File: src/rtl/brew_sequencer_if.sv
// Front-end/actuator bundle for the brew sequencer.
// The sequencer owns the slave side; the selector/sensor side is the master.
interface brew_sequencer_if;
    logic       start;
    logic [1:0] b;
    logic       sr;
    logic       sp;
    logic       sn;
    logic       temp_ok;
    logic       aq;
    logic       vl;
    logic       pp;
    logic       m;
    logic       busy;
    logic       done;
    logic       err;
    logic [2:0] ecode;
    logic [3:0] st;

    modport master (
        output start, b, sr, sp, sn, temp_ok,
        input  aq, vl, pp, m, busy, done, err, ecode, st
    );

    modport slave (
        input  start, b, sr, sp, sn, temp_ok,
        output aq, vl, pp, m, busy, done, err, ecode, st
    );
endinterface

File: src/rtl/brew_sequencer.sv
// Timed actuator sequencer for one drink per START request.
// Sensor checks abort into a latched FAULT holding an error code.
module brew_sequencer #(
    parameter int CW           = 8,
    parameter int HEAT_TIMEOUT = 16,
    parameter int FILL_CYC     = 4,
    parameter int POWDER_CYC   = 2,
    parameter int MIX_CYC      = 6
) (
    input logic             clk,
    input logic             rst_n,
    brew_sequencer_if.slave bus
);

    typedef enum logic [3:0] {
        S_IDLE   = 4'd0,
        S_CHECK  = 4'd1,
        S_HEAT   = 4'd2,
        S_FILL   = 4'd3,
        S_POWDER = 4'd4,
        S_MIX    = 4'd5,
        S_FINISH = 4'd6,
        S_FAULT  = 4'd7
    } state_t;

    localparam logic [2:0] E_WATER  = 3'd1;
    localparam logic [2:0] E_POWDER = 3'd2;
    localparam logic [2:0] E_NOCUP  = 3'd3;
    localparam logic [2:0] E_HEAT   = 3'd4;
    localparam logic [2:0] E_CUPOUT = 3'd5;

    localparam logic [CW-1:0] ONE       = CW'(1);
    localparam logic [CW-1:0] HEAT_LAST = CW'(HEAT_TIMEOUT - 1);
    localparam logic [CW-1:0] MIX_LAST  = CW'(MIX_CYC - 1);

    state_t        state;
    state_t        nxt;
    logic [CW-1:0] cnt;
    logic [1:0]    dose;
    logic [2:0]    ecode_q;
    logic [2:0]    nxt_code;
    logic [CW-1:0] dose_w;
    logic [CW-1:0] fill_last;
    logic [CW-1:0] pow_last;

    assign dose_w    = CW'(dose);
    assign fill_last = dose_w * CW'(FILL_CYC) - ONE;
    assign pow_last  = dose_w * CW'(POWDER_CYC) - ONE;

    always_ff @(posedge clk or negedge rst_n) begin
        if (!rst_n) begin
            state   <= S_IDLE;
            cnt     <= '0;
            dose    <= '0;
            ecode_q <= '0;
        end else begin
            state <= nxt;
            cnt   <= (nxt != state) ? '0 : cnt + ONE;
            if (state == S_IDLE && nxt == S_CHECK)
                dose <= bus.b;
            // Code is captured only on entry so it survives the whole fault.
            if (nxt == S_FAULT && state != S_FAULT)
                ecode_q <= nxt_code;
            else if (state == S_FAULT && nxt != S_FAULT)
                ecode_q <= '0;
        end
    end

    always_comb begin
        nxt      = state;
        nxt_code = '0;
        unique case (state)
            S_IDLE: begin
                if (bus.start && bus.b != 2'b00)
                    nxt = S_CHECK;
            end
            S_CHECK: begin
                nxt = S_FAULT;
                if (!bus.sn)      nxt_code = E_NOCUP;
                else if (!bus.sr) nxt_code = E_WATER;
                else if (!bus.sp) nxt_code = E_POWDER;
                else              nxt = S_HEAT;
            end
            S_HEAT: begin
                if (!bus.sn) begin
                    nxt      = S_FAULT;
                    nxt_code = E_CUPOUT;
                end else if (bus.temp_ok) begin
                    nxt = S_FILL;
                end else if (cnt == HEAT_LAST) begin
                    nxt      = S_FAULT;
                    nxt_code = E_HEAT;
                end
            end
            S_FILL: begin
                if (!bus.sn) begin
                    nxt      = S_FAULT;
                    nxt_code = E_CUPOUT;
                end else if (!bus.sr) begin
                    nxt      = S_FAULT;
                    nxt_code = E_WATER;
                end else if (cnt == fill_last) begin
                    nxt = S_POWDER;
                end
            end
            S_POWDER: begin
                if (!bus.sn) begin
                    nxt      = S_FAULT;
                    nxt_code = E_CUPOUT;
                end else if (!bus.sp) begin
                    nxt      = S_FAULT;
                    nxt_code = E_POWDER;
                end else if (cnt == pow_last) begin
                    nxt = S_MIX;
                end
            end
            S_MIX: begin
                if (!bus.sn) begin
                    nxt      = S_FAULT;
                    nxt_code = E_CUPOUT;
                end else if (cnt == MIX_LAST) begin
                    nxt = S_FINISH;
                end
            end
            S_FINISH: nxt = S_IDLE;
            S_FAULT: begin
                if (bus.start)
                    nxt = S_IDLE;
            end
            default: nxt = S_IDLE;
        endcase
    end

    logic aq_d, vl_d, pp_d, m_d, busy_d, done_d, err_d;

    always_comb begin
        aq_d   = 1'b0;
        vl_d   = 1'b0;
        pp_d   = 1'b0;
        m_d    = 1'b0;
        busy_d = 1'b0;
        done_d = 1'b0;
        err_d  = 1'b0;
        unique case (state)
            S_IDLE:   ;
            S_CHECK:  busy_d = 1'b1;
            S_HEAT:   begin busy_d = 1'b1; aq_d = 1'b1; end
            S_FILL:   begin busy_d = 1'b1; vl_d = 1'b1; end
            S_POWDER: begin busy_d = 1'b1; pp_d = 1'b1; end
            S_MIX:    begin busy_d = 1'b1; m_d  = 1'b1; end
            S_FINISH: begin busy_d = 1'b1; done_d = 1'b1; end
            S_FAULT:  err_d = 1'b1;
            default:  ;
        endcase
    end

    assign bus.aq    = aq_d;
    assign bus.vl    = vl_d;
    assign bus.pp    = pp_d;
    assign bus.m     = m_d;
    assign bus.busy  = busy_d;
    assign bus.done  = done_d;
    assign bus.err   = err_d;
    assign bus.ecode = ecode_q;
    assign bus.st    = state;

endmodule
File: src/flat_wrapper.sv
// flat-port wrapper written by rule: the top's interface ports become plain ports
module brew_sequencer_flat 
#(
    parameter int CW           = 8,
    parameter int HEAT_TIMEOUT = 16,
    parameter int FILL_CYC     = 4,
    parameter int POWDER_CYC   = 2,
    parameter int MIX_CYC      = 6
)
  (clk, rst_n, bus_start, bus_b, bus_sr, bus_sp, bus_sn, bus_temp_ok, bus_aq, bus_vl, bus_pp, bus_m, bus_busy, bus_done, bus_err, bus_ecode, bus_st);
  brew_sequencer_if bus_i ();
  input logic clk;
  input logic rst_n;
  input wire logic [$bits(bus_i.start)-1:0] bus_start;
  input wire logic [$bits(bus_i.b)-1:0] bus_b;
  input wire logic [$bits(bus_i.sr)-1:0] bus_sr;
  input wire logic [$bits(bus_i.sp)-1:0] bus_sp;
  input wire logic [$bits(bus_i.sn)-1:0] bus_sn;
  input wire logic [$bits(bus_i.temp_ok)-1:0] bus_temp_ok;
  output wire logic [$bits(bus_i.aq)-1:0] bus_aq;
  output wire logic [$bits(bus_i.vl)-1:0] bus_vl;
  output wire logic [$bits(bus_i.pp)-1:0] bus_pp;
  output wire logic [$bits(bus_i.m)-1:0] bus_m;
  output wire logic [$bits(bus_i.busy)-1:0] bus_busy;
  output wire logic [$bits(bus_i.done)-1:0] bus_done;
  output wire logic [$bits(bus_i.err)-1:0] bus_err;
  output wire logic [$bits(bus_i.ecode)-1:0] bus_ecode;
  output wire logic [$bits(bus_i.st)-1:0] bus_st;
  assign bus_i.start = bus_start;
  assign bus_i.b = bus_b;
  assign bus_i.sr = bus_sr;
  assign bus_i.sp = bus_sp;
  assign bus_i.sn = bus_sn;
  assign bus_i.temp_ok = bus_temp_ok;
  assign bus_aq = bus_i.aq;
  assign bus_vl = bus_i.vl;
  assign bus_pp = bus_i.pp;
  assign bus_m = bus_i.m;
  assign bus_busy = bus_i.busy;
  assign bus_done = bus_i.done;
  assign bus_err = bus_i.err;
  assign bus_ecode = bus_i.ecode;
  assign bus_st = bus_i.st;
  brew_sequencer #(.CW(CW), .HEAT_TIMEOUT(HEAT_TIMEOUT), .FILL_CYC(FILL_CYC), .POWDER_CYC(POWDER_CYC), .MIX_CYC(MIX_CYC)) u_core (.clk(clk), .rst_n(rst_n), .bus(bus_i));
endmodule
File: config.mk
export PLATFORM = sky130hd
export DESIGN_NAME = brew_sequencer_flat
export DESIGN_NICKNAME = d
export VERILOG_FILES = /design/src/rtl/brew_sequencer_if.sv /design/src/rtl/brew_sequencer.sv /design/src/flat_wrapper.sv
export SDC_FILE = /design/constraint.sdc
export NUM_CORES = 1
export LEC_CHECK = 0
export CORE_MARGIN = 3
export CORE_UTILIZATION = 47
export DETAILED_ROUTE_END_ITERATION = 10
export PLACE_DENSITY_LB_ADDON = 0.12
export SLEW_MARGIN = 20
export SYNTH_ARGS = -nofsm -noshare
export SYNTH_HDL_FRONTEND = slang
export SYNTH_SLANG_ARGS = --single-unit
File: constraint.sdc
create_clock -name clk -period 3.2 [get_ports clk]
set_input_delay 0.32 -clock clk [delete_from_list [all_inputs] [get_ports clk]]
set_output_delay 0.32 -clock clk [all_outputs]
set_load 0.005 [all_outputs]
==> impl_metrics.json <==
{
  "grt_overflow_total": 0,
  "dr.pass1.iters": 4,
  "gp_congestion": 0.863,
  "synth_edf_count": 0,
  "track_usage": 0.192,
  "ios": 23,
  "drv_cap": 0,
  "design_area_um2": 1660,
  "final_common_cell": "clkdlybuf4s50_1",
  "crit_type": "reg -> reg",
  "clock-sinks": 17,
  "syn_area_um2": 1260,
  "synthCells": 141,
  "endpoint_kind": "register",
  "fin_ws_ns": 0.138,
  "drc": 0,
  "path_max_fanout": 3,
  "initial_core_util": 0.503,
  "synthArstFlopShare": 1.00,
  "dr_total_vias": 1160,
  "dp.cells": 202,
  "n_antenna_cell": 0,
  "report.final.slew_viol_count": 0,
  "yosys_most_used_dff": "dfrtp_1",
  "finalSetupTns_ns": 0,
  "fillers": 214,
  "slew-limit-headroom": 0.461,
  "ant_nets": 0,
  "layout.cells.non_filler": 207,
  "grt_pass1_wl_um": 5030,
  "final_layout_size_suffix_gt1_frac": 0.198,
  "cts_tree": "built",
  "p_leak_nw": 0.745,
  "fin_util": 0.665,
  "status": "finished, final reports clean",
  "synth_fp_nets": 154,
  "wl_um": 3150,
  "ys_seq_area_frac": 0.339,
  "r2r_slack_ns": 0.14,
  "holdWs_ns": 0.481,
  "worstHoldPathType": "in -> async",
  "cts-root-buf": "clkbuf_4",
  "worst_pin_slew_ns": 0.806,
  "via_per_inst": 5.60,
  "clock_latency_ns": 0.29,
  "dieHeight_um": 57.7,
  "num_rows": 18,
  "cp.arrival_ns": 3.30,
  "fp.coreArea_um2": 2500,
  "ys_seq_elements": 17,
  "yosys.area.top_type": "dfrtp_1",
  "drt-initial-drc-count": 51,
  "finalPower_mw": 1.00,
  "place_ws_ns": -0.0110,
  "numCtsBuffers": 3,
  "start_kind": "register",
  "synthToLayoutAreaGrowth_pct": 32.4,
  "register_area_um2": 425,
  "synth.distinct_cells": 42,
  "synth_top_area_share": 0.339,
  "fin_crit_sh": 0.957,
  "synth_area_per_cell_um2": 8.91,
  "portBuffers": 22,
  "wl_per_cell_um": 15.2,
  "placedInstanceArea_um2": 1600,
  "power.density_nw_per_um2": 604,
  "grt_pass1_vias": 1074,
  "grt_max_degree": 18,
  "setup_viol": 0,
  "critPathLaunch": "u_core.cnt[4]",
  "clock_path_buffers": 2,
  "required_ns": 3.44,
  "finalWorstPathRequiredPeriod_ns": 3.06,
  "r2r-end": "u_core.bus.ecode[0]",
  "peakVddDrop_mv": 0.523,
  "synth_area_leaders": "dfrtp_1 (34%), nand2_1 (4.2%), xor2_1 (4.2%), ha_1 (4.0%), nor4_1 (3.5%)",
  "timing.final.hold_violations": 0,
  "skew_ns": 0.00465,
  "die_w_um": 57.7,
  "path_clk_slew_ns": 0.11,
  "layout_common_cells": "clkdlybuf4s50_1 (22), buf_4 (17), dfrtp_1 (17)",
  "yosys_warnings": 0,
  "fmax_mhz": 327,
  "dp_hpwl_um": 2340,
  "nNetsFinal": 191,
  "multi_input_area_um2": 791,
  "antenna_found_initial": 0,
  "r2r_start": "u_core.cnt[4]",
  "h-tree-depth": 1,
  "fp.dieArea_um2": 3330,
  "r2r_cells": 12
}
-- registers in the layout, summed over array words and instances (netlist names) --
signal / cells
u_core.bus.ecode: 3
u_core.bus.st: 4
u_core.cnt: 8
u_core.dose: 2
-- kinds of logic after synthesis --
logic type / after synthesis / synth area share
AOI/OAI and AO/OA: 26 / 0.156
xor gates and xnor gates: 11 / 0.0767
muxes: 2 / 0.0289
adders and majority gates: 4 / 0.0398
buffers and inverters: 16 / 0.0558
DFF: 17 / 0.339
and+or+nand+nor: 64 / 0.301
other: 1 / 0.00299
-- critical path: stages, from the launching register on --
cell and delay [ns]:
dfrtp_1 0.40, or4_4 0.57, or3_4 0.40, o21ai_2 0.13, nand3_2 0.09, a21o_1 0.18
and3_1 0.18, ha_1 0.28, nand2b_1 0.18, a2111oi_4 0.27, buf_4 0.16, o211ai_1 0.08
nand2_1 0.08
-- synth_stat cells (2+ instances only) --
master / instances
nand2_1: 14
nor3_1: 3
o211ai_1: 3
nor4_1: 7
nand3_2: 2
a41o_1: 2
ha_1: 4
nor2_1: 10
dfrtp_1: 17
and3_1: 5
xor2_1: 6
xnor2_1: 5
or3_1: 2
a21oi_1: 3
nand2b_1: 6
clkbuf_1: 4
buf_2: 2
o22ai_1: 3
o21ai_0: 6
nand3_1: 7
inv_1: 9
-- final cells by class --
type / count / share of cell area
Clock inverter: 1 / 0.00301
Clock buffer: 3 / 0.0135
Sequential cell: 17 / 0.256
Tap cell: 30 / 0.0226
Inverter: 9 / 0.0203
Timing Repair Buffer: 39 / 0.209
Multi-Input combinational cell: 108 / 0.476
-- worst max-delay path by stage --
| stage | endpoint | slack (ns) | cells past startpoint |
|---|---|---|---|
| 2_1_floorplan | u_core.bus.ecode[2] | 0.002 | 11 |
| 3_3_place_gp | u_core.bus.ecode[0] | 0.08 | 13 |
| 3_5_place_dp | u_core.bus.ecode[0] | -0.01 | 13 |
| 4_1_cts | u_core.bus.ecode[0] | 0.04 | 12 |
| 5_1_grt | u_core.bus.ecode[0] | -0.007 | 12 |
| 6_report | u_core.bus.ecode[0] | 0.14 | 12 |
-- metal layers --
layer | track usage | vias up | routed length [µm]
met5 | 0 | - | 0
met4 | 0.0497 | 0 | 19
met3 | 0.0245 | 2 | 179
met2 | 0.305 | 37 | 1480
met1 | 0.276 | 543 | 1470
li1 | - | 578 | -
-- power breakdown --
part	internal [mW]	leakage [nW]	switching, mW
Sequential	0.248	0.228	0.0820
Clock	0.0464	0.0177	0.0750
Combinational	0.267	0.499	0.286
-- what timing repair did --
action,in CTS,in global routing
resized for setup,0,5
hold buffers,0,0
buffers inserted,0,1
endpoints found under the setup margin,0,3
(Power assumes the default switching activity.)
